### src/rtl/sim_status_pkg.sv
// Shared types and constants for the simulation status MMIO device.
// Optional signature register is enabled by defining SIM_STATUS_SIG_EN.
package sim_status_pkg;

  typedef enum logic [1:0] {
    ST_RUN     = 2'd0,
    ST_PASS    = 2'd1,
    ST_FAIL    = 2'd2,
    ST_TIMEOUT = 2'd3
  } sim_state_e;

  localparam logic [4:0] TOHOST_OFF  = 5'h00;
  localparam logic [4:0] CYCLE_OFF   = 5'h08;
  localparam logic [4:0] INSTRET_OFF = 5'h10;
  localparam logic [4:0] SIG_OFF     = 5'h18;

  localparam logic [31:0] TIMEOUT_CODE   = 32'hDEAD_0000;
  localparam logic [31:0] MALFORMED_CODE = 32'hFFFF_FFFF;

  // Signature accumulation: rotate left by one, then fold in the new word.
  function automatic logic [63:0] sig_mix(input logic [63:0] sig, input logic [63:0] data);
    return {sig[62:0], sig[63]} ^ data;
  endfunction

endpackage

### src/rtl/sim_watchdog.sv
// Retire-driven watchdog: counts cycles without a kick and flags expiry
// combinationally in the cycle the count sits at LIMIT-1 with no kick.
module sim_watchdog #(
  parameter int unsigned LIMIT = 4096
) (
  input  logic clk,
  input  logic rst_n,
  input  logic enable,
  input  logic kick,
  output logic expire
);

  localparam int unsigned CW = $clog2(LIMIT);
  localparam logic [CW-1:0] LAST = CW'(LIMIT - 1);

  logic [CW-1:0] count_d;
  logic [CW-1:0] count_q;

  // Next count: kick clears, otherwise count up while enabled and saturate at LAST.
  always_comb begin
    count_d = count_q;
    if (kick) begin
      count_d = '0;
    end else if (enable && (count_q != LAST)) begin
      count_d = count_q + CW'(1'b1);
    end else begin
      count_d = count_q;
    end
  end

  // Count register.
  always_ff @(posedge clk or negedge rst_n) begin
    if (!rst_n) begin
      count_q <= '0;
    end else begin
      count_q <= count_d;
    end
  end

  assign expire = enable && !kick && (count_q == LAST);

endmodule

### src/rtl/sim_status_mmio.sv
// Memory-mapped simulation status device: tohost verdict, cycle/instret
// counters and watchdog. Define SIM_STATUS_SIG_EN for the signature register.
module sim_status_mmio
  import sim_status_pkg::*;
#(
  parameter logic [63:0] BASE_ADDR = 64'h0000_0000_0000_8000,
  parameter int unsigned WDT_LIMIT = 4096
) (
  input  logic        clk,
  input  logic        rst_n,
  input  logic [63:0] addr_i,
  input  logic [63:0] wdata_i,
  input  logic        we_i,
  input  logic        re_i,
  output logic [63:0] rdata_o,
  output logic        sel_o,
  input  logic        retire_i,
  output logic        done_o,
  output logic        pass_o,
  output logic [31:0] fail_code_o,
  output logic [1:0]  state_o
);

  logic [63:0] off_s;
  logic [4:0]  reg_off_s;
  logic        run_s;
  logic        wr_tohost_s;
  logic        wdt_expire_s;
  logic [63:0] sig_rd_s;

  sim_state_e  state_d, state_q;
  logic [31:0] fail_code_d, fail_code_q;
  logic        done_d, done_q;
  logic        pass_d, pass_q;
  logic [63:0] cycle_d, cycle_q;
  logic [63:0] instret_d, instret_q;

  // Address decode: window membership, doubleword alignment and strobe.
  always_comb begin
    off_s     = addr_i - BASE_ADDR;
    reg_off_s = off_s[4:0];
    sel_o     = (off_s < 64'd32) && (addr_i[2:0] == 3'b000) && (we_i || re_i);
  end

  assign run_s       = (state_q == ST_RUN);
  assign wr_tohost_s = sel_o && we_i && (reg_off_s == TOHOST_OFF);

  sim_watchdog #(
    .LIMIT (WDT_LIMIT)
  ) u_wdt (
    .clk    (clk),
    .rst_n  (rst_n),
    .enable (run_s),
    .kick   (retire_i),
    .expire (wdt_expire_s)
  );

  // Verdict FSM next state; a tohost write takes priority over watchdog expiry.
  always_comb begin
    state_d     = state_q;
    fail_code_d = fail_code_q;
    case (state_q)
      ST_RUN: begin
        if (wr_tohost_s && (wdata_i != 64'd0)) begin
          if (wdata_i == 64'd1) begin
            state_d = ST_PASS;
          end else if (wdata_i[0]) begin
            state_d     = ST_FAIL;
            fail_code_d = wdata_i[32:1];
          end else begin
            state_d     = ST_FAIL;
            fail_code_d = MALFORMED_CODE;
          end
        end else if (wdt_expire_s) begin
          state_d     = ST_TIMEOUT;
          fail_code_d = TIMEOUT_CODE;
        end else begin
          state_d = ST_RUN;
        end
      end
      default: begin
        state_d     = state_q;
        fail_code_d = fail_code_q;
      end
    endcase
    done_d = (state_d != ST_RUN);
    pass_d = (state_d == ST_PASS);
  end

  // Counters run only while the program is still running.
  always_comb begin
    cycle_d   = cycle_q;
    instret_d = instret_q;
    if (run_s) begin
      cycle_d = cycle_q + 64'd1;
      if (retire_i) begin
        instret_d = instret_q + 64'd1;
      end else begin
        instret_d = instret_q;
      end
    end else begin
      cycle_d   = cycle_q;
      instret_d = instret_q;
    end
  end

  // State, verdict and counter registers.
  always_ff @(posedge clk or negedge rst_n) begin
    if (!rst_n) begin
      state_q     <= ST_RUN;
      fail_code_q <= 32'd0;
      done_q      <= 1'b0;
      pass_q      <= 1'b0;
      cycle_q     <= 64'd0;
      instret_q   <= 64'd0;
    end else begin
      state_q     <= state_d;
      fail_code_q <= fail_code_d;
      done_q      <= done_d;
      pass_q      <= pass_d;
      cycle_q     <= cycle_d;
      instret_q   <= instret_d;
    end
  end

`ifdef SIM_STATUS_SIG_EN
  logic [63:0] sig_d, sig_q;

  // Signature update on writes in RUN; frozen once a verdict is reached.
  always_comb begin
    sig_d = sig_q;
    if (run_s && sel_o && we_i && (reg_off_s == SIG_OFF)) begin
      sig_d = sig_mix(sig_q, wdata_i);
    end else begin
      sig_d = sig_q;
    end
  end

  // Signature register.
  always_ff @(posedge clk or negedge rst_n) begin
    if (!rst_n) begin
      sig_q <= 64'd0;
    end else begin
      sig_q <= sig_d;
    end
  end

  assign sig_rd_s = sig_q;
`else
  assign sig_rd_s = 64'd0;
`endif

  // Zero-latency read mux; tohost and unselected accesses read as zero.
  always_comb begin
    rdata_o = 64'd0;
    if (sel_o) begin
      case (reg_off_s)
        CYCLE_OFF:   rdata_o = cycle_q;
        INSTRET_OFF: rdata_o = instret_q;
        SIG_OFF:     rdata_o = sig_rd_s;
        default:     rdata_o = 64'd0;
      endcase
    end else begin
      rdata_o = 64'd0;
    end
  end

  assign done_o      = done_q;
  assign pass_o      = pass_q;
  assign fail_code_o = fail_code_q;
  assign state_o     = state_q;

endmodule
### config.mk
export PLATFORM = sky130hd
export DESIGN_NAME = sim_status_mmio
export DESIGN_NICKNAME = d
export VERILOG_FILES = /design/src/rtl/sim_status_pkg.sv /design/src/rtl/sim_watchdog.sv /design/src/rtl/sim_status_mmio.sv
export SDC_FILE = /design/constraint.sdc
export NUM_CORES = 1
export LEC_CHECK = 0
export BUFFER_PORTS_ARGS = -buffer_cell sky130_fd_sc_hd__buf_4
export CAP_MARGIN = 0
export CORE_MARGIN = 2
export CORE_UTILIZATION = 35
export CTS_CLUSTER_DIAMETER = 200
export CTS_CLUSTER_SIZE = 10
export DETAILED_ROUTE_END_ITERATION = 16
export PLACE_DENSITY = 0.6
export SLEW_MARGIN = 0
export SYNTH_ARGS = -nofsm -noshare
export SYNTH_HDL_FRONTEND = slang
export SYNTH_SLANG_ARGS = --single-unit
### constraint.sdc
create_clock -name clk -period 5.3 [get_ports clk]
set_input_delay 0 -clock clk [delete_from_list [all_inputs] [get_ports clk]]
set_output_delay 0 -clock clk [all_outputs]
set_load 0.05 [all_outputs]
Yosys cells after proc, flatten, opt, wreduce, memory -nomap -nowiden
Index checks and enable logic that the tools add are counted.

word-level totals
  bits in registers = 176
  output and inout port bits = 101

operators by class
  magnitude comparators = 1
  eq/ne operators = 7
  add/subtract/negate cells = 4
  muxes and demuxes = 12
  reductions and logical operators = 19

operators by type and width
  cell                                                 count
  adder 64 x 1 -> 64 bit, second input constant        2
  2-to-1 mux 32 bit                                    4
  case mux 64 bit (2 select lines)                     1
  == test 64 x 1 -> 1 bit, second input constant       1
  < comparator 64 x 6 -> 1 bit, second input constant  1
  2-to-1 mux 64 bit                                    1
  nonzero test 64 bit                                  1
  subtractor 64 x 16 -> 64 bit, second input constant  1
  2-to-1 mux 12 bit                                    2
  adder 12 x 1 -> 12 bit, second input constant        1
  == test 12 bit, second input constant                1
  inequality test 12 bit, second input constant        1
  logical AND 1 bit                                    8
  2-to-1 mux 2 bit                                     4
  nonzero test 2 bit                                   3
  == test 5 x 4 -> 1 bit, second input constant        1
  == test 5 bit, second input constant                 1
  logical NOT 5 bit                                    1
  logical NOT 3 bit                                    1
  AND reduction 3 bit                                  1
  == test 2 x 1 -> 1 bit, second input constant        1
  logical NOT 2 bit                                    1
  inequality test 2 bit, second input constant         1
  AND reduction 2 bit                                  1
  other kinds (2)                                      2

Logic depth before layout (Yosys ltp)
  depth in word-level cells = 10
  depth in mapped cells = 13

By module
A second synthesis with hierarchy kept.

unflattened totals
  cell total of the unflattened synthesis = 1058
  area total of the unflattened synthesis = 10078.4 µm²

modules (own cells, without submodules)
  module           cells each  sequential area each (µm²)  area an instance (µm²)  times used
  sim_status_mmio  991         4103.9                      9426.5                  1
  sim_watchdog     67          300.3                       651.9                   1

Least setup slack after synthesis
OpenSTA, ideal clock, no wires.

  path type = input-to-output
  start = input port addr_i[37]
  end = output port rdata_o[24]
  arrival time = 3435 ps
  required time = 5300 ps
  cell stages on the path = 12
  slack = 1865 ps
  path buffers = 4
  cell sequence = or4_4 > or4b_4 > or3_1 > buf_2 > nor4_1 > xnor2_1 > nand4_1 > or2_1 > buf_6 > buf_2 > buf_2 > nor2_1

between the ends
  longest elaborated chain between the ends = 5

RTL lines
  element                          RTL line                RTL
  start, declared                  sim_status_mmio.sv:11   input logic [63:0] addr_i,
  subtractor 64 x 16 -> 64 bit     sim_status_mmio.sv:40   off_s = addr_i - BASE_ADDR;
  < comparator 64 x 6 -> 1 bit     sim_status_mmio.sv:42   sel_o = (off_s < 64'd32) && (addr_i[2:0] == 3'b000) && (we_i || re_i);
  logical AND 1 bit (2 in series)  sim_status_mmio.sv:42
  2-to-1 mux 64 bit                sim_status_mmio.sv:156  if (sel_o) begin
  end, declared                    sim_status_mmio.sv:15   output logic [63:0] rdata_o,

Every way passes these cells.

Worst setup path after layout
  start = input port addr_i[19]
  end = output port rdata_o[38]

Same word-level chain as after synthesis.

==> impl_metrics.ini <==
[timing]
fin_skew_ns = 0.01483
rsz0062_at_grt = no
hold_viol_final = 0
whs_ns = 0.02424
setup_tns_ns = 0
setup_viol = 0
period_share_pct = 70.24
max_slew_margin_pct = 31.63
fmaxAchievable_mhz = 268.6
worst_pin_slew_ns = 1.016
maxSlewViolCount = 0
period_needed_ns = 3.723

[route]
dr_total_vias = 8119
ant_nets = 0
wire_per_inst_um = 16.94
wl_um = 26420
drt_first_pass_iters = 4
drt_iter0_markers = 499
via_per_inst = 5.204
drcViolationCount = 0

[setup_path]
crit_path_end_kind = output pin
slowest_delay_ns = 0.65
crit_path_start_kind = input port
cp_top_family = simple AND/OR/NAND/NOR gates
r2r_start = state_o[1]
reg2reg_slack_ns = 1.89
timing.rr.end = instret_q[61]
critPathBufInv = 3
path_class = in -> out
worst-path-max-fanout = 39
crit_required_ns = 5.30
crit_top_cell = buf_4
critPathLaunch = addr_i[19]
critical_path_arrival_ns = 3.72
r2r_cells = 9
cp_cell_sequence = buf_4 > nor3_1 > nand4_1 > or3_1 > or3_1 > and4_1 > nand4_1 > or2_2 > buf_4 > nor2_1 > buf_4
critPathSlowestCell = nor3_1

[synthesis]
synth_area_um2 = 9289
yosysWarnings = 0
synth.top_cell.area_share_pct = 47.41
synth.area.top_cells = dfrtp_1 47%, xnor2_1 9.3%, a22oi_1 5.3%
ys.flop_type = dfrtp_1
ys_seq_area_share_pct = 47.41
synth-seq-cells = 176
ys_types = 51
avgSynthCellArea_um2 = 9.706
synth_cells = 957
ys_async_sr_fraction_pct = 100.0
syn_nets = 1094
synth_area_leader_cell = dfrtp_1
synth-edff-count = 0

[finish]
multi_input_area_um2 = 4669
most-common-layout-cells = 240 x buf_4, 176 x dfrtp_1, 130 x nor2_1
area.sequential_um2 = 4404
drive_above_1_share_pct = 23.59
num_antenna_cells = 0
fillers = 2496
syn2layout_area_growth_pct = 32.21
fin_nets = 1349
final_common_cell = buf_4

[worst_hold_path]
hold_start = wdata_i[0]
worstHoldEndpoint = fail_code_o[1]
hold_depth = 3
min-delay-path-class = in -> reg

[floorplanning]
die-area_um2 = 27860
die_x_um = 166.9
die_h_um = 166.9
coreArea_um2 = 26060
start_util_pct = 35.65
ioPinCount = 234
row_count = 59

[job]
max_cap_violations = 0

[cts]
htree_levels = 4
ctsRootBufferMaster = clkbuf_16
clkLatencyLatePin_ns = 0.43
cts_tree = yes
clkSinkCount = 176
clkTransAtPathRegs_ns = 0.06
clk_path_buf_depth = 2
numCtsBuffers = 17

[global_routing]
grt_overflow = 0
grt_pass1_vias = 8129
track_usage_pct = 18.99
grt_pass1_wl_um = 42930
antenna_found_initial = 0
grt_max_degree = 79

[power_and_ir_drop]
finalPower_w = 0.002953
peakVddDrop_v = 0.0001661
power_density_nw_per_um2 = 240.5
power.leakage_nw = 5.371

[place]
gp_congestion = 0.8435
hpwl_um = 19150
portBuffers = 233

[run_status]
outcome = complete, no violations
metrics by stage:
stage / instance area, µm² / utilization (%) / cells / worst slack [ns]
finish: 12280 / 47.13 / 1560 / 1.577
global route: 12280 / 47.13 / 1560 / 1.206
CTS: 12280 / 47.13 / 1560 / 1.557
detailed placement: 11360 / 43.59 / 1494 / 1.208
global placement: 11360 / 43.59 / 1494 / 1.289
floorplan: 9289 / - / 957 / 1.865
where the power goes:
group | leakage, nW | internal (W) | switching [W]
clock | 0.284 | 0.000710 | 0.000540
combinational | 2.66 | 0.000141 | 0.000124
sequential | 2.43 | 0.00138 | 0.0000537
total | 5.37 | 0.00224 | 0.000718
flip-flops by register name, indices dropped and copies added (netlist names):
signal         count
cycle_q           64
fail_code_o       32
state_o            2
done_o             1
instret_q         64
u_wdt.count_q     12
pass_o             1
cell families (layout without fill, tap and decap cells):
kind of cell             Yosys count  after routing  synth area share (%)
AND/OR/NAND/NOR                  448            448                 24.72
flip-flops                       176            176                 47.41
multiplexers                       4              4                0.4714
buffers and inverters             53            321                 2.478
AO/OA/AOI/OAI                    129            129                 10.90
adder cells (fa/ha/maj)            4              4                0.5388
XOR/XNOR                         143            143                 13.48
worst min-delay path, cell delays in order:
cell and delay (ns):
buf_4 0.20, nand2b_1 0.10, a22o_1 0.11
final cells by class:
cell class,instances,area share (%)
Tap cell,335,3.413
Clock inverter,12,1.100
Timing Repair Buffer,275,17.53
Inverter,14,0.4279
Clock buffer,20,3.637
Sequential cell,176,35.86
Multi-Input combinational cell,728,38.02
worst max path at each step:
stage | end | slack, ns | depth (start not counted)
finish | rdata_o[38] | 1.58 | 11
global route | rdata_o[59] | 1.21 | 11
CTS | rdata_o[58] | 1.56 | 11
detailed placement | fail_code_o[22] | 1.21 | 11
global placement | fail_code_o[0] | 1.29 | 11
floorplan | rdata_o[24] | 1.86 | 12
per-layer routing:
layer  up-vias  share of wire (%)  GRT usage (%)
li1       3944                  -              -
met1      3891                 45          25.15
met2       246                 47          30.97
met3        38                4.7          3.731
met4         0                2.7          6.897
met5         -                  0              0
Yosys cell counts (4+ instances only):
cell type and n:
nand2_1 71, clkbuf_1 29, nor2_1 130, dfrtp_1 176, or4_1 10, buf_2 7
ha_1 4, nor3_1 18, and2_1 8, nand2b_1 24, inv_1 14, xor2_1 44
a22o_1 21, or3_1 13, a22oi_1 66, nand4_1 37, and4_1 16, o21ai_0 6
xnor2_1 99, o22a_1 11, nor4_1 30, nand3_1 50, or2_2 6, and3_1 22
what timing repair did:
action,CTS,global route
gates resized for setup,0,0
endpoints found under the hold margin,88,0
buffers inserted,0,0
hold buffers,34,0
No activity file was read; power rests on OpenSTA's default activity.
